**config.mk**
```make
export PLATFORM = sky130hd
export DESIGN_NAME = span_position_loader
export DESIGN_NICKNAME = d
export VERILOG_FILES = /design/src/rtl/span_position_loader.sv
export SDC_FILE = /design/constraint.sdc
export NUM_CORES = 1
export LEC_CHECK = 0
export CAP_MARGIN = 20
export CORE_MARGIN = 2
export CORE_UTILIZATION = 58
export CTS_BUF_LIST = sky130_fd_sc_hd__clkbuf_4 sky130_fd_sc_hd__clkbuf_8
export DETAILED_ROUTE_END_ITERATION = 10
export GPL_ROUTABILITY_DRIVEN = 0
export PLACE_DENSITY = 0.81
export SYNTH_ARGS = -nofsm -noshare
export SYNTH_HDL_FRONTEND = slang
export SYNTH_SLANG_ARGS = --single-unit
```
**constraint.sdc**
```tcl
create_clock -name i_clk -period 4.71 [get_ports i_clk]
set_clock_uncertainty 0.2 [all_clocks]
set_input_delay 0.942 -clock i_clk [delete_from_list [all_inputs] [get_ports i_clk]]
set_output_delay 0.942 -clock i_clk [all_outputs]
set_load 0.01 [all_outputs]
```
**src/rtl/span_position_loader.sv**
```systemverilog
// span_position_loader
//   Upstream stage of the scanning-risk calculator. Accumulates signed trade
//   quantities into one net position for each contract month and, on each
//   batch close, publishes a stable snapshot with a valid/ack handshake. The
//   next batch accumulates while the previous snapshot is still pending, so
//   the loader is double-buffered.
//
// Ports
//   i_clk            clock, rising edge
//   i_reset          asynchronous active-low reset
//   i_clear          synchronous abort of the batch in progress
//   i_trade_valid    a trade is presented
//   o_trade_ready    a trade can be accepted this cycle
//   i_trade_month    target month index
//   i_trade_qty      signed quantity (positive = long)
//   i_trade_last     this trade closes the batch
//   o_position       snapshot positions, one per month
//   o_pos_sat        per-month flag: month saturated during the snapshot's batch
//   o_batch_trades   number of trades in the snapshot
//   o_pos_valid      snapshot valid and held stable
//   i_pos_ack        consumer has taken the snapshot
module span_position_loader #(
    parameter int NUM_MONTHS = 8,
    parameter int POS_W      = 16,
    parameter int CNT_W      = 16,
    localparam int MW        = (NUM_MONTHS > 1) ? $clog2(NUM_MONTHS) : 1
) (
    input  logic                                i_clk,
    input  logic                                i_reset,
    input  logic                                i_clear,
    input  logic                                i_trade_valid,
    output logic                                o_trade_ready,
    input  logic [MW-1:0]                       i_trade_month,
    input  logic [POS_W-1:0]                    i_trade_qty,
    input  logic                                i_trade_last,
    output logic [NUM_MONTHS-1:0][POS_W-1:0]    o_position,
    output logic [NUM_MONTHS-1:0]               o_pos_sat,
    output logic [CNT_W-1:0]                    o_batch_trades,
    output logic                                o_pos_valid,
    input  logic                                i_pos_ack
);

    typedef enum logic {ST_ACCUM, ST_STALL} state_t;

    localparam logic [POS_W-1:0] P_MAX = {1'b0, {(POS_W-1){1'b1}}};
    localparam logic [POS_W-1:0] P_MIN = {1'b1, {(POS_W-1){1'b0}}};

    state_t                             r_state;
    state_t                             w_state_nxt;

    logic [NUM_MONTHS-1:0][POS_W-1:0]   r_acc;
    logic [NUM_MONTHS-1:0]              r_sat_acc;
    logic [CNT_W-1:0]                   r_cnt;
    logic [NUM_MONTHS-1:0][POS_W-1:0]   r_position;
    logic [NUM_MONTHS-1:0]              r_pos_sat;
    logic [CNT_W-1:0]                   r_batch_trades;
    logic                               r_pos_valid;

    logic                               w_ready;
    logic                               w_accept;
    logic                               w_close;
    logic                               w_xfer;
    logic [NUM_MONTHS-1:0][POS_W:0]     w_sum;
    logic [NUM_MONTHS-1:0][POS_W-1:0]   w_acc_nxt;
    logic [NUM_MONTHS-1:0]              w_sat_nxt;
    logic [CNT_W-1:0]                   w_cnt_nxt;

    assign w_accept = i_trade_valid & w_ready;
    assign w_close  = w_accept & i_trade_last;
    // A snapshot moves to the outputs either on a closing trade when the
    // output slot is free (or being freed this cycle), or when a held batch
    // in STALL is released by the ack. Clear discards a held batch.
    assign w_xfer   = (w_close & (~r_pos_valid | i_pos_ack))
                    | ((r_state == ST_STALL) & i_pos_ack & ~i_clear);

    // Accumulator update with signed saturation; an out-of-range month
    // index matches no accumulator but is still counted.
    always_comb begin
        w_sum     = '0;
        w_acc_nxt = r_acc;
        w_sat_nxt = r_sat_acc;
        for (int unsigned m = 0; m < NUM_MONTHS; m++) begin
            w_sum[m] = {r_acc[m][POS_W-1], r_acc[m]}
                     + {i_trade_qty[POS_W-1], i_trade_qty};
            if (w_accept && (i_trade_month == MW'(m))) begin
                if (w_sum[m][POS_W] != w_sum[m][POS_W-1]) begin
                    w_acc_nxt[m] = w_sum[m][POS_W] ? P_MIN : P_MAX;
                    w_sat_nxt[m] = 1'b1;
                end else begin
                    w_acc_nxt[m] = w_sum[m][POS_W-1:0];
                end
            end
        end
    end

    always_comb begin
        w_cnt_nxt = r_cnt;
        if (w_accept && (r_cnt != '1)) begin
            w_cnt_nxt = r_cnt + 1'b1;
        end
    end

    // FSM: state register
    always_ff @(posedge i_clk or negedge i_reset) begin
        if (!i_reset) begin
            r_state <= ST_ACCUM;
        end else begin
            r_state <= w_state_nxt;
        end
    end

    // FSM: next state
    always_comb begin
        w_state_nxt = r_state;
        if (i_clear) begin
            w_state_nxt = ST_ACCUM;
        end else begin
            case (r_state)
                ST_ACCUM: if (w_close && r_pos_valid && !i_pos_ack) w_state_nxt = ST_STALL;
                ST_STALL: if (i_pos_ack) w_state_nxt = ST_ACCUM;
                default:  w_state_nxt = ST_ACCUM;
            endcase
        end
    end

    // FSM: outputs
    always_comb begin
        w_ready = (r_state == ST_ACCUM) & ~i_clear & i_reset;
    end

    // Accumulators and published snapshot
    always_ff @(posedge i_clk or negedge i_reset) begin
        if (!i_reset) begin
            r_acc          <= '0;
            r_sat_acc      <= '0;
            r_cnt          <= '0;
            r_position     <= '0;
            r_pos_sat      <= '0;
            r_batch_trades <= '0;
            r_pos_valid    <= 1'b0;
        end else begin
            if (i_clear || w_xfer) begin
                r_acc     <= '0;
                r_sat_acc <= '0;
                r_cnt     <= '0;
            end else begin
                r_acc     <= w_acc_nxt;
                r_sat_acc <= w_sat_nxt;
                r_cnt     <= w_cnt_nxt;
            end

            if (w_xfer) begin
                r_position     <= w_acc_nxt;
                r_pos_sat      <= w_sat_nxt;
                r_batch_trades <= w_cnt_nxt;
                r_pos_valid    <= 1'b1;
            end else if (i_pos_ack && r_pos_valid) begin
                r_pos_valid    <= 1'b0;
            end
        end
    end

    assign o_trade_ready  = w_ready;
    assign o_position     = r_position;
    assign o_pos_sat      = r_pos_sat;
    assign o_batch_trades = r_batch_trades;
    assign o_pos_valid    = r_pos_valid;

endmodule

```
==> out/metrics.yaml, run 1 <==
sta:
  timing.final.crit_share_pct: 92.1
  finalSetupViolCount: 0
  whs_ns: 0.276
  drv_slew: 0
  fin_crit_ns: 4.34
  tightest_slew_ns: 0.990
  relSlewSlack_pct: 34.0
  fmax_ghz: 0.231
  fin_ws_ns: 0.374
  timing.setup.tns_ns: 0
  hold_violations: 0
  rsz0062_at_grt: "false"
critical_path:
  cp_top_family: "compound AO/OA/AOI/OAI gates"
  cp_slowest_stage_delay_ns: 0.53
  endpoint_kind: "flop"
  crit_required_ns: 4.95
  crit_buf_inv: 2
  path_cells: "clkdlybuf4s50_1 > ha_1 > a2111oi_0 > o21ai_1 > a41oi_2 > o2111ai_1 > a21oi_1 > o21bai_1 > a21oi_1 > xnor2_1 > ha_1 > o211ai_1 > nand2_1 > buf_4 > a21oi_1 > o31ai_1"
  critPathMaxFanout: 5
  worstSetupPathType: "in -> reg"
  crit_slowest_cell: "clkdlybuf4s50_1"
  arrival_ns: 4.58
  cp-start-kind: "input pin"
  cpMostUsedCell: "a21oi_1"
cells_and_area:
  stdcell_area_um2: 23100
  areaGrowthSynthToFinish_pct: 20.5
  final_cell_mix: "306 x dfrtp_1, 269 x nor2_1, 237 x nand2_1"
  fillers: 2448
  final_common_cell: "dfrtp_1"
  drive_gt1_share_pct: 9.57
  final_nets: 2561
logic_synthesis:
  syn-num-nets: 2331
  synth_area_leaders: "dfrtp_1 40%, ha_1 8.6%, nor2_1 5.3%"
  yosys_warnings: 0
  synth_edf_count: 0
  syn_area_um2: 19200
  synth_seq_cells: 306
  synth_largest_area_cell: "dfrtp_1"
  postSynthAreaPerCell_um2: 8.84
  syn_inst: 2167
  yosysTopAreaCellShare_pct: 40.0
  ys_seq_area_share_pct: 40.0
  async_flop_share_pct: 100
  synth-main-ff-cell: "dfrtp_1"
  synth_cell_types: 94
floorplanning:
  ioPinCount: 179
  rows: 66
  die_width_um: 186
  initial_core_util_pct: 58.9
  die_h_um: 186
  core_area_um2: 32500
  dieArea_um2: 34500
routing:
  avgViaCountPerCell: 6.18
  via_count: 17786
  drt-initial-drc-count: 1847
  route.detailed.drc: 0
  postRouteAntennaNets: 0
  wire_per_inst_um: 19.4
  drt_pass1_iterations: 6
  drt-total-wl_mm: 55.9
placed_design:
  pre_cts_slack_ns: -0.231
  placed_area_um2: 22000
  dpl.hpwl_mm: 40.2
  port_buffers: 178
clocking:
  numCtsBuffers: 50
  cts_tree: "built"
  htree_levels: 2
  clock_sinks: 306
  path_clk_slew_ns: 0.06
  clk_path_buf_depth: 3
  root_buffer: "clkbuf_8"
  clock_latency_ns: 0.60
power:
  p_leak_nw: 10.5
  power.total_w: 0.00620
  p_per_area_nw_per_um2: 269
  irDropWorstVdd_uv: 278
global_routing:
  grt_max_degree: 167
  antenna_found_initial: 3
  grt_pass1_vias: 16919
  grt_usage_pct: 32.6
  grt_pass1_wl_mm: 88.7
  overflow: 0
hold_path:
  hp-class: "reg -> reg"
outcome:
  status: "finished clean"
job:
  maxCapViolCount: 0
-- worst min-delay path: cells and delay by family, from the launching register on --
kind / cells / cell delay (ns)
compound gates: 1 / 0.05
flops: 1 / 0.34
simple gates: 1 / 0.04
-- power breakdown --
group          total (W)  switching [W]  leakage (nW)  internal (W)
clock            0.00251        0.00110         0.581       0.00140
sequential       0.00277      0.0000596          4.22       0.00271
combinational   0.000930       0.000541          5.72      0.000388
-- layer usage --
| layer | up-vias | wire length [um] | GRT usage [%] |
|---|---|---|---|
| met3 | 175 | 5000 | 6.32 |
| met4 | 4 | 2480 | 13.8 |
| met2 | 848 | 24400 | 49.5 |
| met1 | 8504 | 24000 | 45.7 |
| li1 | 8255 | - | - |
| met5 | - | 26 | 0 |
-- cells by family (layout without fill, tap and decap cells) --
family,count (synthesis),count (layout),share of synthesized area [%]
adder cells (fa/ha/maj),157,157,10.3
AND/OR/NAND/NOR,715,715,16.6
other,0,2,0
buffers and inverters,149,417,3.12
multiplexers,23,23,1.27
XOR/XNOR,106,106,4.94
flip-flops,306,306,40.0
AO/OA/AOI/OAI,711,711,23.8
-- state kept, by name, indices dropped and copies added, names as in the netlist --
name / cells
o_position: 128
o_batch_trades: 16
r_cnt: 16
o_pos_valid: 1
o_pos_sat: 8
r_state: 1
r_sat_acc: 8
r_acc: 128
-- area by class of cell --
cell class | instances | area, um^2 | area share [%]
multi-input combinational | 1712 | 10900 | 47.4
sequential | 306 | 7660 | 33.2
timing repair buffer | 270 | 2620 | 11.3
clock buffer | 73 | 948 | 4.11
tap | 442 | 553 | 2.40
inverter | 57 | 214 | 0.927
clock inverter | 17 | 140 | 0.607
antenna | 2 | 5.00 | 0.0217
-- worst paths after layout --
path                       depth (start not counted)  slack [ns]                  startpoint                          to
min in group asynchronous                          2        0.53                     i_reset  o_position[45]$_DFFE_PN0P_
setup / recovery                                  16        0.37              i_trade_qty[6]   o_position[8]$_DFFE_PN0P_
hold reg to reg                                    2        0.28  o_position[27]$_DFFE_PN0P_  o_position[27]$_DFFE_PN0P_
setup reg to reg                                  15        0.93          r_acc[6]$_DFF_PN0_   o_position[8]$_DFFE_PN0P_
hold / removal                                     2        0.28  o_position[27]$_DFFE_PN0P_  o_position[27]$_DFFE_PN0P_
max in group asynchronous                          4        1.85                     i_reset  o_position[77]$_DFFE_PN0P_
-- what timing repair did --
item                                    CTS  global route
hold buffers                              1             0
setup buffers                             0             0
endpoints found under the hold margin     2             0
gates resized for setup                   0             2
endpoints found under the setup margin    0            11
-- cell usage after synthesis (all sizes together) (5+ instances only) --
library cell    n
nand2         238
a41oi           6
nor3b           7
nor4            5
a22oi          36
fa              8
and2           17
mux2i          15
o31ai          23
dfrtp         306
o211ai         12
o21a           35
a211o           7
nand3          35
a21boi         11
or2             7
nor2b          29
clkbuf         69
o22ai          10
nand4          11
o21ai         211
o31a            5
a21oi         173
a211oi         31
nor2          271
mux2            8
a21o           49
xor2           41
maj3           18
a221oi          5
nor3           43
buf            23
a31oi          24
a2111oi         7
and3           13
or4             5
nand2b         20
ha            131
o21bai         20
inv            56
xnor2          65
-- metrics by stage --
step / std cells / util, %
2_1_floorplan: 2167 / -
3_3_place_gp: 2786 / 67.5
3_5_place_dp: 2786 / 67.5
4_1_cts: 2877 / 70.9
5_1_grt: 2878 / 70.9
6_report: 2879 / 70.9
No activity file was read; power rests on OpenSTA's default activity.
==> inputs of run 2 (changes only) <==
- SLEW_MARGIN: unset -> 20
==> results of run 2 <==
Final layout, timing and power as in run 1 (identical DEF).
==> inputs of run 3 (changes only) <==
- PLACE_DENSITY: 0.81 -> unset
- PLACE_DENSITY_LB_ADDON: unset -> 0.15
==> out/metrics.yaml, run 3 (synthesized netlist as in run 1, its figures left out) <==
outcome:
  status: "finished clean"
routing:
  drt-total-wl_mm: 56.5  # +1.1%
  wire_per_inst_um: 19.5  # +0.43%
  route.detailed.drc: 0  # unchanged
  postRouteAntennaNets: 0  # unchanged
  avgViaCountPerCell: 6.16  # -0.37%
  drt_pass1_iterations: 8  # +2
  drt-initial-drc-count: 1454  # -21%
  via_count: 17838  # +0.29%
power:
  irDropWorstVdd_uv: 260  # -6.4%
  p_per_area_nw_per_um2: 273  # +1.5%
  p_sw_w: 0.00172  # +1.2%
  pwr-share-comb_pct: 14.9  # about the same
  p_leak_nw: 10.6  # +0.77%
  switching_share_pct: 27.2  # -0.23 points
  power_frac_seq_pct: 43.8  # -0.8 points
  internal-power_w: 0.00460  # +2.3%
  power.total_w: 0.00633  # +2.0%
  pwr-share-clk_pct: 41.3  # +0.9 points
critical_path:
  endpoint_kind: "flop"
  regToRegEndpoint: "o_position[5]$_DFFE_PN0P_"
  worstSetupPathType: "in -> reg"
  path_cells: "clkdlybuf4s50_1 > ha_1 > a2111oi_1 > o21ai_1 > a41oi_2 > o2111ai_1 > a21oi_1 > o21bai_1 > a21oi_1 > xnor2_1 > ha_1 > buf_4 > inv_1 > a21oi_1 > o31ai_1"
  crit_required_ns: 4.98  # +0.03 ns
  critPathMaxFanout: 8  # +3
  arrival_ns: 4.67  # +0.09 ns
  crit_slowest_cell: "clkdlybuf4s50_1"
  cp-start-kind: "input pin"
  r2r-start: "r_acc[6]$_DFF_PN0_"
  rrSetupSlack_ns: 0.89  # -0.04 ns
  cp_slowest_stage_delay_ns: 0.52  # about the same
  cpMostUsedCell: "a21oi_1"
  r2r_cells: 14  # -1
cells_and_area:
  final_common_cell: "dfrtp_1"
  stdcell_area_um2: 23200  # +0.50%
  drive_gt1_share_pct: 10.3  # +0.74 points
  final_cell_mix: "306 x dfrtp_1, 269 x nor2_1, 237 x nand2_1"
  areaGrowthSynthToFinish_pct: 21.1
  final_cells: 2898  # +0.66%
  final_nets: 2579  # +0.70%
floorplanning:
  initial_core_util_pct: 58.9  # unchanged
  rows: 66  # unchanged
  die_width_um: 186  # unchanged
  core_area_um2: 32500  # unchanged
  dieArea_um2: 34500  # unchanged
  die_h_um: 186  # unchanged
  ioPinCount: 179  # unchanged
sta:
  fin_crit_ns: 4.40  # +0.0642 ns
  rsz0062_at_grt: "false"
  finalSetupViolCount: 0  # unchanged
  hold_violations: 0  # unchanged
  whs_ns: 0.278  # +0.00149 ns
  drv_slew: 0  # unchanged
  tightest_slew_ns: 0.901  # -0.0882 ns
  relSlewSlack_pct: 39.9  # +5.9 points
  timing.setup.tns_ns: 0  # unchanged
  fmax_ghz: 0.227  # -1.5%
  timing.final.crit_share_pct: 93.4  # +1.4 points
job:
  maxCapViolCount: 0  # unchanged
placed_design:
  placed_area_um2: 22000  # +0.30%
  dp.cells: 2803  # +0.61%
  port_buffers: 178  # unchanged
  dpl.hpwl_mm: 40.8  # +1.4%
hold_path:
  hold_end: "o_position[61]$_DFFE_PN0P_"
  hp-class: "reg -> reg"
  worstHoldStart: "o_position[61]$_DFFE_PN0P_"
  hold_depth: 2  # unchanged
clocking:
  root_buffer: "clkbuf_8"
  clock_latency_ns: 0.57  # -0.03 ns
  htree_levels: 2  # unchanged
  cts_tree: "built"
  numCtsBuffers: 51  # +2.0%
  clock_sinks: 306  # unchanged
  clk_path_buf_depth: 3  # unchanged
  path_clk_slew_ns: 0.06  # about the same
global_routing:
  grt_pass1_wl_mm: 89.7  # +1.1%
  overflow: 0  # unchanged
  antenna_found_initial: 3  # unchanged
  grt_pass1_vias: 17378  # +2.7%
  grt_usage_pct: 33.0  # +0.42 points
  grt_max_degree: 110  # -34%
run 3: cell types whose count changed in the layout (fill, tap and decap cells not counted), moves of 2 or more:
| cell | change |
|---|---|
| buf_4 | +22 |
| clkbuf_8 | -2 |
| bufinv_16 | +2 |
| buf_12 | -5 |
| clkbuf_4 | +2 |
run 3: cell type report:
class	count	area [um^2]
multi-input cells	1712	10900
fillers	2600	9340
flip-flops and latches	306	7660
repair buffers	287	2680
clock buffers	73	936
well taps	442	553
inverters	57	214
clock inverters	20	205
diodes	1	2.50
run 3: timing repair:
action                     CTS  global route
buffers inserted             0             0
hold endpoints to repair    10             0
setup endpoints to repair    0            28
hold buffers                 1             0
gates resized for setup      0             3
run 3: routing by layer:
metal | GRT usage (%) | vias to the layer above | wire length [um]
met5 | 0 | - | 37
met3 | 5.13 | 175 | 4050
met2 | 52.0 | 747 | 25400
met1 | 44.3 | 8609 | 24000
met4 | 16.9 | 6 | 3040
li1 | - | 8301 | -
run 3: metrics by stage:
stage                     worst slack (ns)  utilization, %
final                                0.309            71.3
after CTS                            0.214            71.3
after detailed placement            -0.314            67.7
after global placement              -0.211            67.7
after global routing                0.0263            71.3
after floorplan                      0.375               -
run 3: worst max path at each step:
stage                         startpoint                         end  slack [ns]  cells after the start
final                     i_trade_qty[6]   o_position[5]$_DFFE_PN0P_        0.31                     15
after global routing      i_trade_qty[6]   o_position[2]$_DFFE_PN0P_        0.03                     15
after CTS                 i_trade_qty[6]   o_position[5]$_DFFE_PN0P_        0.21                     15
after floorplan           i_trade_qty[6]   o_position[7]$_DFFE_PN0P_        0.37                     15
after global placement    i_trade_qty[6]  o_position[12]$_DFFE_PN0P_       -0.21                     15
after detailed placement  i_trade_qty[6]   o_position[5]$_DFFE_PN0P_       -0.31                     15
run 3: critical path, delay by kind of cell:
kind | cells | cell delay [ns]
AO/OA/AOI/OAI | 9 | 1.93
buffers and inverters | 3 | 0.93
adder cells (fa/ha/maj) | 2 | 0.76
XOR/XNOR | 1 | 0.10
run 3: power groups by stage:
| stage | Clock, W | Sequential [W] | Combinational (W) |
|---|---|---|---|
| after floorplan | 0 | 0.00282 | 0.000459 |
| after CTS | 0.00266 | 0.00277 | 0.000936 |
| after detailed placement | 0 | 0.00281 | 0.000929 |
| after global placement | 0 | 0.00281 | 0.000909 |
| after global routing | 0.00277 | 0.00277 | 0.00103 |
| final | 0.00261 | 0.00277 | 0.000944 |
